File: config.mk
export PLATFORM = sky130hd
export DESIGN_NAME = fp_op_sequencer
export DESIGN_NICKNAME = d
export VERILOG_FILES = /design/src/rtl/fp_op_sequencer.sv
export SDC_FILE = /design/constraint.sdc
export NUM_CORES = 1
export LEC_CHECK = 0
export CAP_MARGIN = 10
export CORE_UTILIZATION = 44
export CTS_CLUSTER_SIZE = 14
export DETAILED_ROUTE_END_ITERATION = 10
export PLACE_DENSITY = 0.88
export SYNTH_ARGS = -nofsm -noshare
export SYNTH_HDL_FRONTEND = slang
export SYNTH_SLANG_ARGS = --single-unit
File: constraint.sdc
create_clock -name iCLK -period 2.55 [get_ports iCLK]
set_clock_uncertainty 0.15 [all_clocks]
set_input_delay 0.51 -clock iCLK [delete_from_list [all_inputs] [get_ports iCLK]]
set_output_delay 0.51 -clock iCLK [all_outputs]
set_load 0.005 [all_outputs]
File: src/rtl/fp_op_sequencer.sv
// rtl/fp_op_sequencer.sv - holds FP operands stable at the multi-cycle FPALU and stalls the datapath until capture
module fp_op_sequencer #(
    parameter logic [4:0]  OPC_FADD  = 5'd0,
    parameter logic [4:0]  OPC_FSUB  = 5'd1,
    parameter logic [4:0]  OPC_FMUL  = 5'd2,
    parameter logic [4:0]  OPC_FDIV  = 5'd3,
    parameter logic [4:0]  OPC_FSQRT = 5'd4,
    parameter int unsigned LAT_ADD   = 7,
    parameter int unsigned LAT_MUL   = 5,
    parameter int unsigned LAT_DIV   = 6,
    parameter int unsigned LAT_SQRT  = 16,
    parameter int unsigned LAT_DFLT  = 1
) (
    input  logic        iCLK,
    input  logic        iRST_n,
    input  logic        iStart,
    input  logic [4:0]  iOp,
    input  logic [31:0] iA,
    input  logic [31:0] iB,
    input  logic        iAbort,
    output logic [4:0]  oFPControl,
    output logic [31:0] oFPA,
    output logic [31:0] oFPB,
    input  logic [31:0] iFPResult,
    output logic [31:0] oResult,
    output logic        oValid,
    output logic        oStall,
    output logic        oBusy
);

    typedef enum logic [1:0] {S_IDLE, S_BUSY, S_DONE} state_t;

    // A zero latency would never reach the cnt==1 capture point, so clamp into 1..31.
    function automatic logic [4:0] sat_lat(input int unsigned v);
        if (v == 0)       return 5'd1;
        else if (v > 31)  return 5'd31;
        else              return 5'(v);
    endfunction

    localparam logic [4:0] L_ADD  = sat_lat(LAT_ADD);
    localparam logic [4:0] L_MUL  = sat_lat(LAT_MUL);
    localparam logic [4:0] L_DIV  = sat_lat(LAT_DIV);
    localparam logic [4:0] L_SQRT = sat_lat(LAT_SQRT);
    localparam logic [4:0] L_DFLT = sat_lat(LAT_DFLT);

    state_t      r_state;
    state_t      w_next;
    logic [4:0]  r_cnt;
    logic [4:0]  r_op;
    logic [31:0] r_a;
    logic [31:0] r_b;
    logic [31:0] r_result;
    logic [4:0]  w_lat;
    logic        w_issue;
    logic        w_capture;

    always_comb begin
        w_lat = L_DFLT;
        if (iOp == OPC_FADD || iOp == OPC_FSUB) w_lat = L_ADD;
        else if (iOp == OPC_FMUL)               w_lat = L_MUL;
        else if (iOp == OPC_FDIV)               w_lat = L_DIV;
        else if (iOp == OPC_FSQRT)              w_lat = L_SQRT;
    end

    always_comb begin
        w_next    = r_state;
        oStall    = 1'b0;
        w_issue   = 1'b0;
        w_capture = 1'b0;
        case (r_state)
            S_IDLE: begin
                oStall = iStart;
                if (iStart && !iAbort) begin
                    w_issue = 1'b1;
                    w_next  = S_BUSY;
                end
            end
            S_BUSY: begin
                oStall = 1'b1;
                if (r_cnt == 5'd1) begin
                    w_capture = !iAbort;
                    w_next    = S_DONE;
                end
            end
            // iStart in DONE still belongs to the completing instruction.
            S_DONE:  w_next = S_IDLE;
            default: w_next = S_IDLE;
        endcase
        if (iAbort) w_next = S_IDLE;
    end

    always_ff @(posedge iCLK or negedge iRST_n) begin
        if (!iRST_n) begin
            r_state  <= S_IDLE;
            r_cnt    <= 5'd0;
            r_op     <= 5'd0;
            r_a      <= 32'd0;
            r_b      <= 32'd0;
            r_result <= 32'd0;
        end else begin
            r_state <= w_next;
            if (w_issue) begin
                r_op  <= iOp;
                r_a   <= iA;
                r_b   <= iB;
                r_cnt <= w_lat;
            end else if (iAbort) begin
                r_cnt <= 5'd0;
            end else if (r_state == S_BUSY && r_cnt != 5'd0) begin
                r_cnt <= r_cnt - 5'd1;
            end
            if (w_capture) r_result <= iFPResult;
        end
    end

    assign oFPControl = r_op;
    assign oFPA       = r_a;
    assign oFPB       = r_b;
    assign oResult    = r_result;
    assign oValid     = (r_state == S_DONE) && !iAbort;
    assign oBusy      = (r_state != S_IDLE);

endmodule

### Word level (Yosys, flattened, before mapping)

Cells that the tools add are included.
W data, S select, Z words.

* add/subtract/negate cells: 1
* equal/unequal tests: 9
* reductions and logical operators: 11
* muxes and demuxes: 16

Operators by type and width (number)
* $mux W5: 7
* $eq A5 B1 Y1 const B: 2
* $eq A5 B2 Y1 const B: 2
* $mux W2: 3
* $ne A3 B3 Y1 const B: 2
* $eq A5 B3 Y1 const B: 1
* $logic_not A5 Y1: 1
* $reduce_bool A5 Y1: 1
* $sub A5 B1 Y5 const B: 1
* $mux W1: 4
* $pmux W2 S2: 1
* $logic_and A1 B1 Y1: 3
* $reduce_bool A3 Y1: 1
* $eq A2 B1 Y1 const B: 1
* $eq A2 B2 Y1 const B: 1
* $logic_not A2 Y1: 1
* $pmux W1 S2: 1
* $reduce_and A2 Y1: 1
* $reduce_bool A2 Y1: 1
* $logic_not A1 Y1: 1
* $logic_or A1 B1 Y1: 1

* bits of input ports: 105
* output and inout bits: 104
* register bits after elaboration: 108
* word-level logic and storage cells: 43

### Logic depth before layout (Yosys ltp)

Gate-level depths: netlist of the first run.

* depth in word-level cells: 6
* mapped depth: 6
* gate-level depth less buffers: 6

### Least setup slack after synthesis of the first run

Ideal clock, no wire load.

* path kind: input to register
* start: input iAbort
* end: register r_a[0] (netlist: oFPA[0])
* stages: 4
* arrival: 1.442 ns
* slack: 0.833 ns
* cells stage by stage: nor4b_2 > buf_2 > buf_4 > mux2_2

* word-level cells in the longest chain between the ends: 4

RTL lines
* start: declaration: line 20 `input logic iAbort,`
* $logic_not A1 Y1: line 73 `if (iStart && !iAbort) begin`
* $logic_and A1 B1 Y1: line 73
* $mux W1: line 73
* $mux W1: line 70 `case (r_state)`
* end signal: assignment: line 104 `r_a <= iA;`
* end: declaration: line 50 `logic [31:0] r_a;`

No other way between the ends.
A chain may end at the register's enable or synchronous reset.

### Worst setup path in the final report of the first run

* start: input iAbort
* end: output oValid

* word-level cells in the longest chain between the ends: 2

RTL lines
* $logic_not A1 Y1: line 120 `assign oValid = (r_state == S_DONE) && !iAbort;`
* $logic_and A1 B1 Y1: line 120
* end: declaration: line 26 `output logic oValid,`

No other way between the ends.

==> key figures, run 1 <==
Die
  – Initial Util: 46.3%
  – Core Area: 0.00937 mm²
  – Row count: 35
  – Io pins: 209
  – Die width: 101 µm
  – Die area: 0.0103 mm²
  – Die Ht: 101 µm

Yosys
  – Mapped Cells: 264
  – Mapped Nets: 371
  – Ys flop type: dfrtp_1
  – Yosys warns: 0
  – Post-synth ARST share: 100%
  – Top-area cell type share of the netlist area: 62.3%
  – Area leader, netlist: dfrtp_1
  – Synthesized flop and latch total: 108
  – Average cell area after synthesis: 16.4 µm²
  – Top cells by area, synth: dfrtp_1 62%, mux2_2 19%, mux2_4 10%, buf_4 1.2%, buf_6 0.78%
  – Post-synth EDFFs: 0
  – Sequential area share after synthesis: 62.3%
  – Netlist Area Pre-Place: 0.00434 mm²
  – Cell variety after synth: 31

STA
  – Fin Setup TNS: 0 ns
  – Slew margin rel.: 73.7%
  – RSZ-0062 raised after global routing: no
  – Hold Fails Final Rpt: 0
  – Period utilisation layout: 95.9%
  – Final worst-path setup slack: 0.104 ns
  – Final setup vio count: 0
  – F_max: 409 MHz
  – Final min period: 2.45 ns
  – Slew Viols, Final: 0
  – Slew @ Worst Pin: 0.394 ns

Global routing
  – Antenna violations before repair: 0
  – Gr usage total: 20.3%
  – Global-route wire length before repair: 15800 µm
  – Grt ovf: 0
  – Vias in the first global route: 3208
  – Largest net degree at the start of global routing: 62

Detailed routing
  – DR DRC count: 0
  – Wire length per cell: 16.6 µm
  – Post-DRT Antenna Nets: 0
  – DR vias: 2955
  – Drt pass-1 iters: 4
  – DRT Wirelength: 10200 µm
  – Via/cell ratio: 4.81
  – Number of DRC markers in iteration 0: 82

Layout
  – Layout cells sized above 1: 27.0%
  – Final #Nets: 587
  – Synth-to-Final Area Change: 56.4%
  – Most frequent cells in the layout: 207 x clkdlybuf4s50_1, 108 x dfrtp_1, 72 x mux2_2
  – Antenna fix cells: 0
  – Commonest non-fill, non-tap cell in the layout: clkdlybuf4s50_1
  – Layout fillers: 672

Critical path
  – Most numerous cell on the critical path: clkdlybuf4s50_1
  – Required time of the critical path: 1.89 ns
  – Setup crit end kind: primary output
  – CP Data Arrival Time: 1.79 ns
  – Critical path launch point type: primary input
  – Crit path max fanout: 4
  – CP peak stage delay: 0.53 ns
  – Sequence of cells on the critical path: clkdlybuf4s50_1 > nor3b_1 > clkdlybuf4s50_1
  – Crit path kind: in -> out
  – Slowest cell on crit path: clkdlybuf4s50_1
  – Crit-path leading delay family: buffers and inverters
  – Worst Path Buf+Inv: 2

Power
  – Static leakage: 0.00292 µW
  – PwrDens: 852 mW/mm²
  – Peak VDD IR: 0.456 mV
  – Total power: 5780 µW

Placement
  – Port buffer count: 208
  – Pre-CTS setup slack: 0.0667 ns
  – RePlAce Congestion: 0.720
  – Dpl hpwl: 7680 µm

Run
  – Max-cap violations: 0

Clock network
  – Sink Count: 108
  – Num CTS Buffers: 9
  – Post-CTS Setup Inserts: 0
  – Clock latency on the worst-skew pair: 0.35 ns
  – Clock Tree Root: clkbuf_8
  – CTS tree: yes
  – Clock-pin slew on the worst setup and hold paths: 0.11 ns
  – Hold buffers post-CTS: 1
  – Post-CTS sizing: 0
  – Clock buffer depth: 2
  – H-tree Lvls: 3

Outcome
  – Outcome: completed

Hold path
  – Hold crit path type: reg -> reg
[report_power, final]
group	total, µW	leakage (µW)	internal (µW)	switching, µW
clock network	950	0.0000872	366	584
registers	2570	0.00129	2260	304
logic	2260	0.00154	1650	612
[kinds of logic (layout without fill, tap and decap cells)]
family / count (synthesis) / count (layout) / synth area share [%]
simple gates: 24 / 24 / 3.72
mux: 101 / 101 / 28.7
fa+ha+maj: 2 / 2 / 0.577
buf+inv: 15 / 236 / 2.45
flops: 108 / 108 / 62.3
compound gates: 13 / 13 / 1.96
xor+xnor: 1 / 1 / 0.202
[per-stage QoR]
| step | area [µm²] | utilization, % | hold slack, ns | instances |
|---|---|---|---|---|
| final | 6780 | 72.4 | 0.364 | 614 |
| after CTS | 6780 | 72.4 | 0.367 | 614 |
| after global routing | 6780 | 72.4 | 0.372 | 614 |
| after detailed placement | 6600 | 70.4 | 0.268 | 597 |
| after global placement | 6600 | 70.4 | 0.264 | 597 |
| after floorplan | 4340 | - | 0.0644 | 264 |
[path summary, 6_finish.rpt]
kind                            cells after the start                    from                endpoint  slack [ns]
worst max-delay path                                3                  iAbort                  oValid        0.10
worst min-delay path                                1  oResult[0]$_DFFE_PN0P_  oResult[0]$_DFFE_PN0P_        0.36
worst max register to register                      6  r_state[0]$_DFFE_PN0P_    r_cnt[1]$_DFFE_PN0P_        0.66
worst min register to register                      1  oResult[0]$_DFFE_PN0P_  oResult[0]$_DFFE_PN0P_        0.36
max in group asynchronous                           3                  iRST_n    oFPB[24]$_DFFE_PN0P_        1.17
min in group asynchronous                           2                  iRST_n  oResult[2]$_DFFE_PN0P_        0.43
[sequential cells by signal (all words and copies together) (netlist names)]
signal,count
r_state,2
oFPB,32
oFPControl,5
r_cnt,5
oFPA,32
oResult,32
[synthesized netlist by cell type, drive strengths merged, types with 2 or more instances]
cell,instances
ha,2
nand2,3
a2bb2oi,2
a21o,2
a21oi,4
inv,4
buf,11
dfrtp,108
nor2,8
mux2,101
o21ai,2
or3b,2
nor3,4
[cell type report]
type / instances / area, µm² / share of cell area [%]
clock buffer: 10 / 128 / 1.88
clock inverter: 6 / 47.5 / 0.701
timing repair buffer: 216 / 2190 / 32.3
multi-input combinational: 141 / 1540 / 22.6
tap: 129 / 161 / 2.38
inverter: 4 / 15.0 / 0.221
sequential: 108 / 2700 / 39.9
[layer usage]
metal	part of all wire, %	routed length, µm	GRT usage (%)	vias to the layer above
met3	7.0	711	6.14	12
met2	53	5390	36.4	112
li1	-	-	-	1356
met4	1.3	129	6.24	0
met1	39	3960	23.2	1475
met5	0	0	0	-
[worst reg2reg max path: cells and delay by family, from the launching register on]
kind | cells | cell delay [ns]
AOI/OAI and AO/OA | 1 | 0.19
buffers and inverters | 2 | 0.36
DFF | 1 | 0.48
and+or+nand+nor | 3 | 0.64
No activity file was read; power rests on OpenSTA's default activity.
==> inputs of run 2 (changes only) <==
--- a/config.mk
+++ b/config.mk
@@ -7,8 +7,8 @@
 export LEC_CHECK = 0
 export CAP_MARGIN = 10
-export CORE_UTILIZATION = 44
+export CORE_UTILIZATION = 31
 export CTS_CLUSTER_SIZE = 14
 export DETAILED_ROUTE_END_ITERATION = 10
-export PLACE_DENSITY = 0.88
+export PLACE_DENSITY = 0.66
 export SYNTH_ARGS = -nofsm -noshare
 export SYNTH_HDL_FRONTEND = slang
==> constraint.sdc (replaced) <==
create_clock -name iCLK -period 2.55 [get_ports iCLK]
set_clock_uncertainty 0.15 [all_clocks]
set_input_delay 0.255 -clock iCLK [delete_from_list [all_inputs] [get_ports iCLK]]
set_output_delay 0.255 -clock iCLK [all_outputs]
set_load 0.005 [all_outputs]
==> run 2 against run 1 <==
Compared with the run above: total power grew 8.6%; sequential power is essentially flat; final cell count grew 7.7%; register-to-register slack lost 0.09 ns; setup slack gained 0.46 ns; highest routed layer unchanged.
==> key figures, run 2 (synthesized netlist as in run 1, its figures left out) <==
Layout
  – Antenna fix cells: 0 (unchanged)
  – Layout Cell Area excl Fill: 0.00698 mm² (+3.0%)
  – Layout cells sized above 1: 27.0% (unchanged)
  – Synth-to-Final Area Change: 61.1%
  – Commonest non-fill, non-tap cell in the layout: clkdlybuf4s50_1
  – Layout fillers: 1168 (+74%)
  – Final #Nets: 587 (unchanged)
  – Most frequent cells in the layout: 207 x clkdlybuf4s50_1, 108 x dfrtp_1, 72 x mux2_2

STA
  – Hold Fails Final Rpt: 0 (unchanged)
  – F_max: 504 MHz (+23%)
  – Slew margin rel.: 58.9% (-15 points)
  – Final min period: 1.98 ns (-0.462 ns)
  – Final setup vio count: 0 (unchanged)
  – Slew Viols, Final: 0 (unchanged)
  – Slew @ Worst Pin: 0.617 ns (+0.223 ns)
  – Fin Setup TNS: 0 ns (unchanged)
  – RSZ-0062 raised after global routing: no
  – Period utilisation layout: 77.8% (-18 points)
  – Final hold slack: 0.314 ns (-0.0496 ns)

Detailed routing
  – Post-DRT Antenna Nets: 0 (unchanged)
  – Drt pass-1 iters: 4 (unchanged)
  – DRT Wirelength: 10300 µm (+1.1%)
  – Wire length per cell: 15.6 µm (-6.1%)
  – Number of DRC markers in iteration 0: 79 (-3.7%)
  – Via/cell ratio: 4.50 (-6.5%)
  – DR vias: 2976 (+0.71%)
  – DR DRC count: 0 (unchanged)

Global routing
  – Largest net degree at the start of global routing: 43 (-31%)
  – Global-route wire length before repair: 16300 µm (+3.7%)
  – Antenna violations before repair: 0 (unchanged)
  – Gr usage total: 14.8% (-5.4 points)
  – Grt ovf: 0 (unchanged)
  – Vias in the first global route: 3174 (-1.1%)

Critical path
  – Required time of the critical path: 2.62 ns (+0.73 ns)
  – Setup crit end kind: flop
  – Worst R2R Start: r_state[1]$_DFFE_PN0P_
  – Critical path launch point type: flop
  – Crit path max fanout: 16 (+12)
  – R2r endpoint: oResult[11]$_DFFE_PN0P_
  – Worst Setup EP: oResult[11]$_DFFE_PN0P_
  – Worst setup path startpoint: r_state[1]$_DFFE_PN0P_
  – R2r setup slk: 0.57 ns (-0.09 ns)
  – Crit path kind: reg -> reg
  – CP Data Arrival Time: 2.06 ns (+0.27 ns)
  – Worst R2R Path Depth: 5 (-1)

Clock network
  – Clock latency on the worst-skew pair: 0.35 ns (about the same)
  – Num CTS Buffers: 9 (unchanged)
  – H-tree Lvls: 3 (unchanged)
  – Clock Tree Root: clkbuf_16
  – Clock-pin slew on the worst setup and hold paths: 0.07 ns (-0.04 ns)
  – CTS tree: yes
  – Sink Count: 108 (unchanged)
  – Clock buffer depth: 2 (unchanged)

Power
  – Total power: 6270 µW (+8.6%)
  – PwrDens: 898 mW/mm² (+5.5%)
  – Static leakage: 0.00298 µW (+2.0%)
  – Peak VDD IR: 0.448 mV (-1.6%)

Placement
  – DP Area: 0.00666 mm² (+0.89%)
  – Port buffer count: 208 (unchanged)
  – RePlAce Congestion: 0.715 (-0.67%)
  – Dpl hpwl: 7590 µm (-1.1%)

Die
  – Io pins: 209 (unchanged)
  – Core Area: 0.0135 mm² (+44%)
  – Die width: 120 µm (+19%)
  – Initial Util: 32.2% (-14 points)
  – Die Ht: 120 µm (+19%)
  – Die area: 0.0145 mm² (+41%)
  – Row count: 42 (+20%)

Outcome
  – Outcome: completed

Run
  – Max-cap violations: 0 (unchanged)

Hold path
  – Hold crit path type: in -> async
-- run 2: area by class of cell --
type                            count  area [µm²]  area share (%)
Clock buffer                       10         229            3.28
Clock inverter                      6        88.8            1.27
Inverter                            4        15.0           0.215
Multi-Input combinational cell    141        1540            22.0
Sequential cell                   108        2700            38.7
Tap cell                          176         220            3.15
Timing Repair Buffer              216        2190            31.4
-- run 2: worst max-delay path, cell delays in order (launching register included) --
cell      delay (ns)
dfrtp_1         0.44
nand2b_2        0.24
nor2_2          0.16
nand3_4         0.28
buf_4           0.28
mux2_4          0.30
-- run 2: power by group --
part	internal (µW)	total (µW)	leakage [µW]	switching, µW
sequential	2270	2560	0.00129	290
combinational	1640	2250	0.00153	601
clock	861	1470	0.000149	608
-- run 2: what timing repair did --
| action | CTS | global route |
|---|---|---|
| gates resized for setup | 0 | 0 |
| endpoints found under the hold margin | 40 | 0 |
| buffers inserted | 0 | 0 |
| hold buffers | 1 | 0 |
-- run 2: routing by layer --
| layer | vias up | share of wire, % | global-route usage (%) |
|---|---|---|---|
| li1 | 1363 | - | - |
| met1 | 1467 | 40 | 17.1 |
| met2 | 135 | 49 | 24.3 |
| met3 | 11 | 9.9 | 7.31 |
| met4 | 0 | 1.2 | 4.24 |
| met5 | - | 0 | 0 |
-- run 2: how the worst min path moves through the flow --
| stage | from | to | slack, ns |
|---|---|---|---|
| 2_1_floorplan | iRST_n | oFPA[0]$_DFFE_PN0P_ | -0.19 |
| 3_3_place_gp | iRST_n | oResult[5]$_DFFE_PN0P_ | 0.15 |
| 3_5_place_dp | iRST_n | oResult[5]$_DFFE_PN0P_ | 0.16 |
| 4_1_cts | iRST_n | oResult[5]$_DFFE_PN0P_ | 0.34 |
| 5_1_grt | iB[31] | oFPB[31]$_DFFE_PN0P_ | 0.34 |
| 6_report | iRST_n | oResult[5]$_DFFE_PN0P_ | 0.31 |
-- run 2: stage by stage --
stage,util [%],cells,setup slack [ns]
floorplan,-,264,0.924
global route,51.9,661,0.482
CTS,51.9,661,0.550
detailed placement,49.5,644,0.247
global placement,49.5,644,0.304
finish,51.9,661,0.566
